===== config.mk =====
export PLATFORM = sky130hd
export DESIGN_NAME = cpu_sequencer
export DESIGN_NICKNAME = d
export VERILOG_FILES = /design/src/rtl/cpu_sequencer_pkg.sv /design/src/rtl/cpu_sequencer_seq_fsm.sv /design/src/rtl/cpu_sequencer.sv
export SDC_FILE = /design/constraint.sdc
export NUM_CORES = 1
export LEC_CHECK = 0
export CAP_MARGIN = 20
export CORE_MARGIN = 10
export CORE_UTILIZATION = 39
export CTS_CLUSTER_SIZE = 28
export DETAILED_ROUTE_END_ITERATION = 12
export GPL_ROUTABILITY_DRIVEN = 0
export GPL_TIMING_DRIVEN = 0
export PLACE_DENSITY = 0.84
export SYNTH_ARGS = -nofsm -noshare
export SYNTH_HDL_FRONTEND = slang
export SYNTH_SLANG_ARGS = --single-unit

===== constraint.sdc =====
create_clock -name clk -period 1.8 [get_ports clk]
set_input_delay 0.36 -clock clk [delete_from_list [all_inputs] [get_ports clk]]
set_output_delay 0.36 -clock clk [all_outputs]
set_load 0.005 [all_outputs]

===== src/rtl/cpu_sequencer_pkg.sv =====
// -----------------------------------------------------------------------------
// cpu_defs
//   Shared definitions for the multi-cycle CPU sequencer:
//   - state_t : FSM state encoding (also exported on the debug state port)
//   - OP_*    : opcodes the sequencer decodes itself (memory ops and halt)
//   - is_mem_op() : true for opcodes that need the extra MEM phase
// -----------------------------------------------------------------------------
package cpu_defs;

  typedef enum logic [2:0] {
    ST_IDLE   = 3'd0,
    ST_FETCH  = 3'd1,
    ST_DECODE = 3'd2,
    ST_EXEC   = 3'd3,
    ST_MEM    = 3'd4,
    ST_WB     = 3'd5,
    ST_HALT   = 3'd6,
    ST_ILL    = 3'd7   // unreachable in normal operation; recovers to IDLE
  } state_t;

  localparam logic [5:0] OP_LW   = 6'd16;
  localparam logic [5:0] OP_LH   = 6'd18;
  localparam logic [5:0] OP_LB   = 6'd20;
  localparam logic [5:0] OP_SW   = 6'd24;
  localparam logic [5:0] OP_SH   = 6'd26;
  localparam logic [5:0] OP_SB   = 6'd28;
  localparam logic [5:0] OP_HALT = 6'd63;

  // Loads and stores need one extra cycle because the data memory read is
  // synchronous (data appears the cycle after the address).
  function automatic logic is_mem_op(input logic [5:0] op);
    case (op)
      OP_LW, OP_LH, OP_LB, OP_SW, OP_SH, OP_SB: return 1'b1;
      default:                                  return 1'b0;
    endcase
  endfunction

endpackage


===== src/rtl/cpu_sequencer_seq_fsm.sv =====
// -----------------------------------------------------------------------------
// seq_fsm
//   State register, next-state logic and strobe decode for the sequencer.
//   All strobes are pure functions of the current state (and the opcode for
//   the WB branch), so an asynchronous reset clears them without a clock edge.
//
// Ports
//   clk      in   system clock
//   rstd     in   asynchronous active-low reset
//   run      in   1 = keep executing; sampled in IDLE and at the end of WB
//   op       in   opcode of the latched instruction (ins[31:26])
//   state    out  current state
//   ir_load  out  load the instruction register (DECODE)
//   wb_slot  out  writeback / retire cycle (WB)
//   pc_load  out  take nextpc into the PC (WB of a non-halt instruction)
//   dm_we_en out  data-memory write enable window (MEM)
//   halted   out  1 while in HALT
// -----------------------------------------------------------------------------
module seq_fsm
  import cpu_defs::*;
#(
  parameter logic [5:0] HALT_OP = OP_HALT
) (
  input  logic       clk,
  input  logic       rstd,
  input  logic       run,
  input  logic [5:0] op,
  output state_t     state,
  output logic       ir_load,
  output logic       wb_slot,
  output logic       pc_load,
  output logic       dm_we_en,
  output logic       halted
);

  state_t state_q;
  state_t state_d;

  always_ff @(posedge clk or negedge rstd) begin
    if (!rstd) begin
      state_q <= ST_IDLE;
    end else begin
      state_q <= state_d;
    end
  end

  always_comb begin
    state_d  = state_q;
    ir_load  = 1'b0;
    wb_slot  = 1'b0;
    pc_load  = 1'b0;
    dm_we_en = 1'b0;
    halted   = 1'b0;
    case (state_q)
      ST_IDLE: begin
        if (run) state_d = ST_FETCH;
      end
      ST_FETCH: begin
        // imem_addr is already driven from pc; memory answers next cycle.
        state_d = ST_DECODE;
      end
      ST_DECODE: begin
        ir_load = 1'b1;
        state_d = ST_EXEC;
      end
      ST_EXEC: begin
        state_d = is_mem_op(op) ? ST_MEM : ST_WB;
      end
      ST_MEM: begin
        // One-cycle window: a store commits on the edge leaving MEM.
        dm_we_en = 1'b1;
        state_d  = ST_WB;
      end
      ST_WB: begin
        wb_slot = 1'b1;
        if (op == HALT_OP) begin
          // PC is frozen at the halt instruction's own address.
          state_d = ST_HALT;
        end else begin
          pc_load = 1'b1;
          // run is only honoured here, so a drop never cuts an instruction.
          state_d = run ? ST_FETCH : ST_IDLE;
        end
      end
      ST_HALT: begin
        halted  = 1'b1;
        state_d = ST_HALT;
      end
      default: begin
        state_d = ST_IDLE;
      end
    endcase
  end

  assign state = state_q;

endmodule


===== src/rtl/cpu_sequencer.sv =====
// -----------------------------------------------------------------------------
// cpu_sequencer
//   Multi-cycle controller for the single-cycle execute datapath. Owns the PC,
//   the instruction register and the retired-instruction counter, and gates
//   register-file / data-memory writes so each happens once per instruction.
//   Sequence: FETCH, DECODE, EXEC, [MEM for loads/stores], WB.
//
// Ports
//   clk        in   system clock, rising edge
//   rstd       in   asynchronous active-low reset
//   run        in   1 = execute, 0 = pause at the next instruction boundary
//   imem_addr  out  instruction word address = pc[IMEM_AW-1:0]
//   imem_data  in   instruction read data, valid one cycle after imem_addr
//   ins        out  latched instruction
//   pc         out  current PC
//   nextpc     in   next PC computed by the datapath
//   wra        in   destination register from the datapath
//   result     in   writeback value from the datapath
//   rf_we      out  register-file write strobe (WB only, never for r0)
//   rf_wa      out  register-file write address
//   rf_wd      out  register-file write data
//   dm_we_en   out  global data-memory write enable (MEM only)
//   state      out  FSM state for debug
//   halted     out  1 while halted
//   instret    out  retired instruction count (wraps at 2^32)
// -----------------------------------------------------------------------------
module cpu_sequencer
  import cpu_defs::*;
#(
  parameter logic [31:0] RESET_PC = 32'd0,
  parameter logic [5:0]  HALT_OP  = OP_HALT,
  parameter int          IMEM_AW  = 8
) (
  input  logic               clk,
  input  logic               rstd,
  input  logic               run,
  output logic [IMEM_AW-1:0] imem_addr,
  input  logic [31:0]        imem_data,
  output logic [31:0]        ins,
  output logic [31:0]        pc,
  input  logic [31:0]        nextpc,
  input  logic [4:0]         wra,
  input  logic [31:0]        result,
  output logic               rf_we,
  output logic [4:0]         rf_wa,
  output logic [31:0]        rf_wd,
  output logic               dm_we_en,
  output logic [2:0]         state,
  output logic               halted,
  output logic [31:0]        instret
);

  state_t fsm_state;
  logic   ir_load;
  logic   wb_slot;
  logic   pc_load;

  seq_fsm #(
    .HALT_OP (HALT_OP)
  ) u_fsm (
    .clk      (clk),
    .rstd     (rstd),
    .run      (run),
    .op       (ins[31:26]),
    .state    (fsm_state),
    .ir_load  (ir_load),
    .wb_slot  (wb_slot),
    .pc_load  (pc_load),
    .dm_we_en (dm_we_en),
    .halted   (halted)
  );

  assign state = fsm_state;

  // Program counter: only moves at the end of WB.
  always_ff @(posedge clk or negedge rstd) begin
    if (!rstd) begin
      pc <= RESET_PC;
    end else if (pc_load) begin
      pc <= nextpc;
    end
  end

  // Instruction register: captured at the end of DECODE, when the synchronous
  // instruction memory has returned the word addressed during FETCH.
  always_ff @(posedge clk or negedge rstd) begin
    if (!rstd) begin
      ins <= 32'd0;
    end else if (ir_load) begin
      ins <= imem_data;
    end
  end

  // Retired count includes the halt instruction itself.
  always_ff @(posedge clk or negedge rstd) begin
    if (!rstd) begin
      instret <= 32'd0;
    end else if (wb_slot) begin
      instret <= instret + 32'd1;
    end
  end

  assign imem_addr = pc[IMEM_AW-1:0];

  // r0 is hard-wired to zero, so its writes are suppressed here.
  assign rf_we = wb_slot && (wra != 5'd0);
  assign rf_wa = wra;
  assign rf_wd = result;

endmodule


==> impl_metrics.tcl, run 1 <==
set metrics [dict create \
    antenna_found_initial 0 \
    die_h_um 128 \
    reg2reg_from "u_fsm.state[1]" \
    routed_wl_um 13400 \
    clock_latency_ps 340 \
    ys_top_cells_by_area "dfrtp_1 (54%), mux2_4 (9.8%), buf_4 (8.2%)" \
    setup.worst_path.end_class "primary output" \
    overflow 0 \
    fin_skew_ps 5.67 \
    crit_fanout 2 \
    die_x_um 128 \
    vias 3505 \
    synth_cells 342 \
    maxSlewViolCount 0 \
    cts-root-buf "clkbuf_16" \
    cts_buffers 9 \
    synth-edff-count 0 \
    rows 39 \
    seq_area_frac_synth_pct 54.1 \
    peakVddDrop_v 0.000917 \
    status "finished, final reports clean" \
    rsz0062_at_grt "true" \
    track_usage_pct 15.7 \
    critPathLaunch "wra[1]" \
    grt_start_max_net_pins 56 \
    htree_levels 3 \
    synth_top_area_share_pct 54.1 \
    dieArea_um2 16500 \
    routedWlPerCell_um 18.5 \
    hold_path_class "input pin to asynchronous set/reset pin" \
    final.period_utilization_pct 99.2 \
    dp.cells 704 \
    fin_crit_ps 1790 \
    drt_first_iter_violations 228 \
    worstReg2RegEnd "instret[19]" \
    cellLeakagePower_nw 3.25 \
    dr.pass1.iters 4 \
    synth_commonest_cells "dfrtp_1 (99), buf_4 (50), mux2_2 (32)" \
    antenna_cells 0 \
    ios 251 \
    worstPathArrival_ps 1430 \
    totalPowerFinal_mw 9.90 \
    hpwl_um 10800 \
    drive_gt1_share_pct 26.5 \
    required_ps 1440 \
    setup_viol 0 \
    synth_ff_type "dfrtp_1" \
    cts_max_path_buffers 2 \
    syn_nets 447 \
    syn_area_um2 4580 \
    max_freq_mhz 560 \
    yosysMostFrequentCell "dfrtp_1" \
    ys_ff_latch 99 \
    cts.clk_slew.worst_paths_ps 60 \
    fin_hold_ws_ps 57.3 \
    hold_viol 0 \
    hold_buffers 0 \
    maxCapViolCount 0 \
    core-area_um2 11500 \
    post-route-util_pct 63.7 \
    relSlewSlack_pct 52.9 \
    io_buffers 218 \
    area_delta_synth_final_pct 59.3 \
    postRouteAntennaNets 0 \
    drc_errors 0 \
    synth_top_area_cell "dfrtp_1" \
    grt_pass1_vias 3794 \
    clkSinkCount 99 \
    grt_first_pass_wirelength_um 20800 \
    stdcell_count 724 \
    tightest_slew_ps 707 \
    initial_core_util_pct 40.0 \
    p_per_area_nw_per_um2 1360 \
    final_nets 681 \
    cts_tree "yes" \
    syn_avg_cell_area_um2 13.4 \
    timing.final.ws_setup_ps 14.7 \
    synthArstFlopShare_pct 100 \
    pre_cts_slack_ps -130 \
    via_per_inst 4.84 \
    criticalPathCategory "input pin to primary output" \
    rrSetupSlack_ps 70 \
    cp-start-kind "input pin" \
    worstRegToRegCells 7 \
    synthDistinctLibCells 34 \
    yosysWarnings 0 \
]
==> cells by family after synthesis <==
logic type,Yosys count,share of synthesized area [%]
compound gates,7,1.01
xor+xnor,31,5.92
fa+ha+maj,1,0.273
buf+inv,59,9.83
flops,99,54.1
mux,64,18.2
simple gates,81,10.7
==> cells in the final DEF, fill, tap and decap left out, types with 2 or more instances in the layout <==
| master | count |
|---|---|
| clkbuf_8 | 2 |
| clkbuf_16 | 9 |
| dfrtp_1 | 99 |
| mux2_2 | 32 |
| xnor2_1 | 29 |
| nor2_1 | 10 |
| xor2_1 | 2 |
| clkinv_2 | 2 |
| dlygate4sd2_1 | 3 |
| nand2_1 | 14 |
| dlymetal6s2s_1 | 2 |
| clkbuf_1 | 3 |
| or2_2 | 2 |
| buf_4 | 54 |
| mux2_4 | 30 |
| nand4_1 | 20 |
| nor3_1 | 2 |
| and3_1 | 5 |
| buf_2 | 2 |
| clkdlybuf4s50_1 | 210 |
| and4_1 | 3 |
| mux2_1 | 2 |
| and2_1 | 3 |
| buf_6 | 7 |
| nand3_1 | 12 |
| nor3_4 | 2 |
| o21ai_0 | 2 |
==> cell type report <==
cell class | instances | area [µm²]
inverters | 1 | 3.75
clock buffers | 14 | 264
well taps | 143 | 179
fillers | 889 | 4170
multi-input cells | 184 | 1680
plain buffers | 58 | 453
clock inverters | 2 | 10.0
flip-flops and latches | 99 | 2480
repair buffers | 223 | 2230
==> power breakdown <==
group	switching, mW	total (mW)	internal [mW]	leakage, nW
combinational	1.42	4.52	3.11	1.89
sequential	0.524	3.57	3.05	1.23
clock	0.793	1.80	1.01	0.137
==> how the worst max path moves through the flow <==
| stage | to | slack (ps) | cells past startpoint |
|---|---|---|---|
| floorplan | ins[0] | 260 | 5 |
| global placement | pc[19] | -3200 | 1 |
| detailed placement | rf_we | -130 | 4 |
| CTS | halted | 0.6 | 4 |
| global route | instret[19] | -20 | 7 |
| finish | rf_wa[1] | 10 | 3 |
==> worst max-delay path, cell delays in order <==
cell and delay (ps):
clkdlybuf4s50_1 480, buf_4 100, clkdlybuf4s50_1 490
==> flip-flops by register name, indices dropped and copies added, names as in the netlist <==
| signal | flops |
|---|---|
| pc | 32 |
| ins | 32 |
| u_fsm.state | 3 |
| instret | 32 |
==> layer usage <==
metal	part of all wire, %	GRT usage (%)
met1	36	16.5
met2	50	27.0
met5	0	0
met4	1.4	5.03
met3	12	7.60
==> repair_timing <==
action | 4_1_cts | 5_1_grt
pin swaps | 1 | 2
resized for setup | 8 | 13
setup buffers | 1 | 2
endpoints found under the setup margin | 5 | 49
gates cloned | 0 | 1
==> through the flow <==
stage / cell area (µm²) / TNS [ps]
finish: 7300 / 0
global route: 7300 / -41.3
CTS: 7240 / 0
detailed placement: 6960 / -141
global placement: 6940 / -316350
floorplan: 4580 / 0
No activity file was read; power rests on OpenSTA's default activity.
==> run 2: changes to the inputs <==
CORE_MARGIN = 5   (was 10)
==> impl_metrics.tcl, run 2 (synthesis results as in run 1) <==
set metrics [dict create \
    status "finished, final reports clean" \
    crit_fanout 2 \
    final_common_cell "clkdlybuf4s50_1" \
    cellLeakagePower_nw 3.26 \
    grt_start_max_net_pins 56 \
    final_nets 680 \
    cts.clk_slew.worst_paths_ps 70 \
    setup_viol 0 \
    initial_core_util_pct 40.0 \
    clock_latency_ps 340 \
    tightest_slew_ps 596 \
    vias 3457 \
    final.period_utilization_pct 98.6 \
    grt_pass1_vias 3831 \
    grt_first_pass_wirelength_um 19900 \
    drt_first_iter_violations 103 \
    die_x_um 118 \
    routed_wl_um 12100 \
    hold_viol 0 \
    worstPathArrival_ps 1410 \
    top_regs "ins (32), instret (32), pc (32)" \
    track_usage_pct 17.1 \
    peakVddDrop_v 0.000861 \
    hpwl_um 9470 \
    maxSlewViolCount 0 \
    clockPowerShare_pct 19.9 \
    criticalPathCategory "input pin to primary output" \
    drive_gt1_share_pct 26.7 \
    fin_hold_ws_ps 23.9 \
    rows 39 \
    antenna_cells 0 \
    hold_path_class "input pin to asynchronous set/reset pin" \
    totalPowerFinal_mw 10.1 \
    fin_skew_ps 10.6 \
    p_int_mw 7.31 \
    area_delta_synth_final_pct 59.9 \
    combPwrFrac_pct 44.3 \
    max_freq_mhz 563 \
    drc_errors 0 \
    switching_share_pct 27.4 \
    relSlewSlack_pct 60.3 \
    cts_tree "yes" \
    io_buffers 218 \
    cts-root-buf "clkbuf_16" \
    p_per_area_nw_per_um2 1370 \
    switching_power_mw 2.76 \
    routedWlPerCell_um 16.7 \
    cts_max_path_buffers 2 \
    antenna_found_initial 0 \
    via_per_inst 4.78 \
    ios 251 \
    clkSinkCount 99 \
    htree_levels 3 \
    postRouteAntennaNets 0 \
    detailed_place.area_um2 6970 \
    die_h_um 118 \
    overflow 0 \
    core-area_um2 11500 \
    setup.worst_path.end_class "primary output" \
    dieArea_um2 14000 \
    fin_crit_ps 1770 \
    required_ps 1440 \
    dr.pass1.iters 4 \
    final_cell_mix "clkdlybuf4s50_1 (210), dfrtp_1 (99), buf_4 (54), mux2_2 (32), mux2_4 (30)" \
    cp-start-kind "input pin" \
    p_seq_share_pct 35.8 \
    final_area_um2 7330 \
    maxCapViolCount 0 \
    cts_buffers 9 \
]
[run 2: routing by layer]
metal | global-route usage [%] | routed length, µm | part of all wire, %
met5 | 0 | 0 | 0
met4 | 5.60 | 165 | 1.4
met3 | 5.78 | 1040 | 8.6
met2 | 30.1 | 6230 | 52
met1 | 19.6 | 4620 | 38
[run 2: worst paths after layout]
| kind | start | end | depth (start not counted) | slack (ps) |
|---|---|---|---|---|
| worst min register to register | ins[5] | ins[5] | 1 | 490 |
| max in group asynchronous | rstd | ins[11] | 2 | 1090 |
| worst max register to register | u_fsm.state[1] | instret[26] | 7 | 100 |
| worst max-delay path | wra[3] | rf_wa[3] | 3 | 30 |
| worst min-delay path | rstd | instret[15] | 1 | 20 |
| min in group clk | ins[5] | ins[5] | 1 | 490 |
[run 2: worst max-delay path, cell delays in order]
cell and delay [ps]:
clkdlybuf4s50_1 470, buf_4 100, clkdlybuf4s50_1 480
[run 2: through the flow]
stage	setup TNS [ps]	setup slack, ps	instances	utilization (%)
final	0	25.3	723	63.9
after global routing	-3.01	-3.01	723	63.9
after CTS	0	2.05	721	63.6
after detailed placement	-135	-126	704	60.8
after global placement	-322930	-3270	703	60.6
after floorplan	0	265	342	-
[run 2: timing repair]
| action | in CTS | in global routing |
|---|---|---|
| endpoints found under the setup margin | 6 | 40 |
| pin swaps | 1 | 0 |
| setup buffers | 1 | 2 |
| hold buffers | 0 | 0 |
| gates resized for setup | 10 | 8 |
[run 2: layout make-up]
class	count	area, µm²
timing repair buffer	222	2220
buffer	58	453
clock inverter	5	60.1
fill	883	4140
sequential	99	2480
inverter	1	3.75
multi-input combinational	184	1680
clock buffer	11	253
tap	143	179
[run 2: power groups by stage]
stage               Combinational [mW]  Clock (mW)  Sequential [mW]
finish                            4.46        2.00             3.61
global route                      4.76        2.14             3.73
CTS                               4.53        2.05             3.61
detailed placement                4.49           0             3.64
global placement                  4.37           0             3.58
floorplan                         1.91           0             3.61
==> run 3: changes to the inputs <==
CORE_MARGIN = 3   (was 5)
==> impl_metrics.tcl, run 3 (synthesis results as in run 1) <==
set metrics [dict create \
    hold_viol 0 \
    routed_wl_um 12000 \
    totalPowerFinal_mw 10.1 \
    via_per_inst 4.89 \
    reg2reg_from "u_fsm.state[1]" \
    fin_crit_ps 1740 \
    p_seq_share_pct 35.5 \
    cts.clk_slew.worst_paths_ps 60 \
    cts_max_path_buffers 2 \
    status "finished, final reports clean" \
    pre_cts_slack_ps -145 \
    grt_pass1_vias 3760 \
    switching_share_pct 26.7 \
    final_cell_mix "clkdlybuf4s50_1 (209), dfrtp_1 (99), buf_4 (54), mux2_2 (32), mux2_4 (30)" \
    drive_gt1_share_pct 27.0 \
    tightest_slew_ps 462 \
    relSlewSlack_pct 68.9 \
    holdCritStartpoint "instret[31]" \
    setup_viol 0 \
    area_delta_synth_final_pct 60.4 \
    clock_latency_ps 340 \
    rrSetupSlack_ps 110 \
    max_freq_mhz 573 \
    antenna_found_initial 0 \
    switching_power_mw 2.71 \
    hpwl_um 9290 \
    setup.worst_path.end_class "primary output" \
    overflow 0 \
    worstRegToRegCells 7 \
    cts-root-buf "clkbuf_16" \
    core-area_um2 11200 \
    top_regs "ins (32), instret (32), pc (32)" \
    dr.pass1.iters 4 \
    fin_hold_ws_ps 478 \
    antenna_cells 0 \
    die_x_um 114 \
    drt_first_iter_violations 123 \
    timing.final.ws_setup_ps 55.5 \
    track_usage_pct 18.6 \
    ios 251 \
    min_path_cells 1 \
    io_buffers 218 \
    die_h_um 114 \
    finalSetupTns_ps 0 \
    initial_core_util_pct 41.0 \
    grt_start_max_net_pins 71 \
    p_per_area_nw_per_um2 1380 \
    dieArea_um2 13100 \
    cellLeakagePower_nw 3.26 \
    final_common_cell "clkdlybuf4s50_1" \
    clockPowerShare_pct 20.7 \
    p_int_mw 7.43 \
    maxCapViolCount 0 \
    routedWlPerCell_um 16.7 \
    hold_path_class "register to register" \
    grt_first_pass_wirelength_um 19200 \
    final.period_utilization_pct 96.9 \
    htree_levels 3 \
    crit_fanout 9 \
    criticalPathCategory "register to primary output" \
    fin_skew_ps 4.77 \
    clkSinkCount 99 \
    rows 38 \
    cts_buffers 9 \
    combPwrFrac_pct 43.8 \
    min_to "instret[31]" \
    worstPathArrival_ps 1380 \
    vias 3523 \
    peakVddDrop_v 0.00104 \
    final_nets 681 \
    worstReg2RegEnd "instret[30]" \
    maxSlewViolCount 0 \
    required_ps 1440 \
    drc_errors 0 \
    rsz0062_at_grt "false" \
    postRouteAntennaNets 0 \
    cts_tree "yes" \
    cp-start-kind "register" \
]
## run 3: worst max path at each step
stage	to	startpoint	slack [ps]	depth (start not counted)
after CTS	rf_wa[0]	wra[0]	0.6	3
after detailed placement	rf_we	wra[3]	-150	4
final	rf_we	u_fsm.state[1]	60	4
after global routing	halted	u_fsm.state[0]	0.9	4
after floorplan	ins[0]	u_fsm.state[0]	260	5
after global placement	instret[15]	rstd	-3280	1
## run 3: cell type report
cell class / count / area, µm²
clock buffers: 12 / 256
repair buffers: 223 / 2230
flip-flops and latches: 99 / 2480
well taps: 140 / 175
multi-input cells: 184 / 1690
fillers: 855 / 3820
clock inverters: 4 / 72.6
inverters: 1 / 3.75
plain buffers: 58 / 450
## run 3: what timing repair did
action	4_1_cts	5_1_grt
hold buffers	1	0
resized for setup	10	11
buffers inserted	1	2
pin swaps	0	1
endpoints found under the hold margin	29	0
endpoints found under the setup margin	6	49
## run 3: layer usage
| layer | global-route usage (%) | vias up | routed length, µm |
|---|---|---|---|
| met5 | 0 | - | 0 |
| met2 | 32.7 | 178 | 6220 |
| li1 | - | 1605 | - |
| met4 | 6.97 | 0 | 225 |
| met3 | 6.98 | 18 | 1320 |
| met1 | 20.5 | 1722 | 4290 |
## run 3: power groups by stage
stage	sequential [mW]	combinational [mW]	clock, mW
global placement	3.56	4.37	0
finish	3.60	4.45	2.10
floorplan	3.61	1.91	0
detailed placement	3.62	4.46	0
global route	3.71	4.77	2.25
CTS	3.60	4.52	2.16
## run 3: metrics by stage
step / utilization, % / instance area [µm²] / instances
after global placement: 62.1 / 6940 / 700
after CTS: 65.5 / 7320 / 719
after detailed placement: 62.3 / 6970 / 701
after floorplan: - / 4580 / 342
final: 65.8 / 7350 / 721
after global routing: 65.8 / 7350 / 721
## run 3: critical path, stage by stage (launching register included)
cell and delay (ps):
dfrtp_1 390, buf_6 150, nand3b_4 170, a21oi_2 120
clkdlybuf4s15_1 220
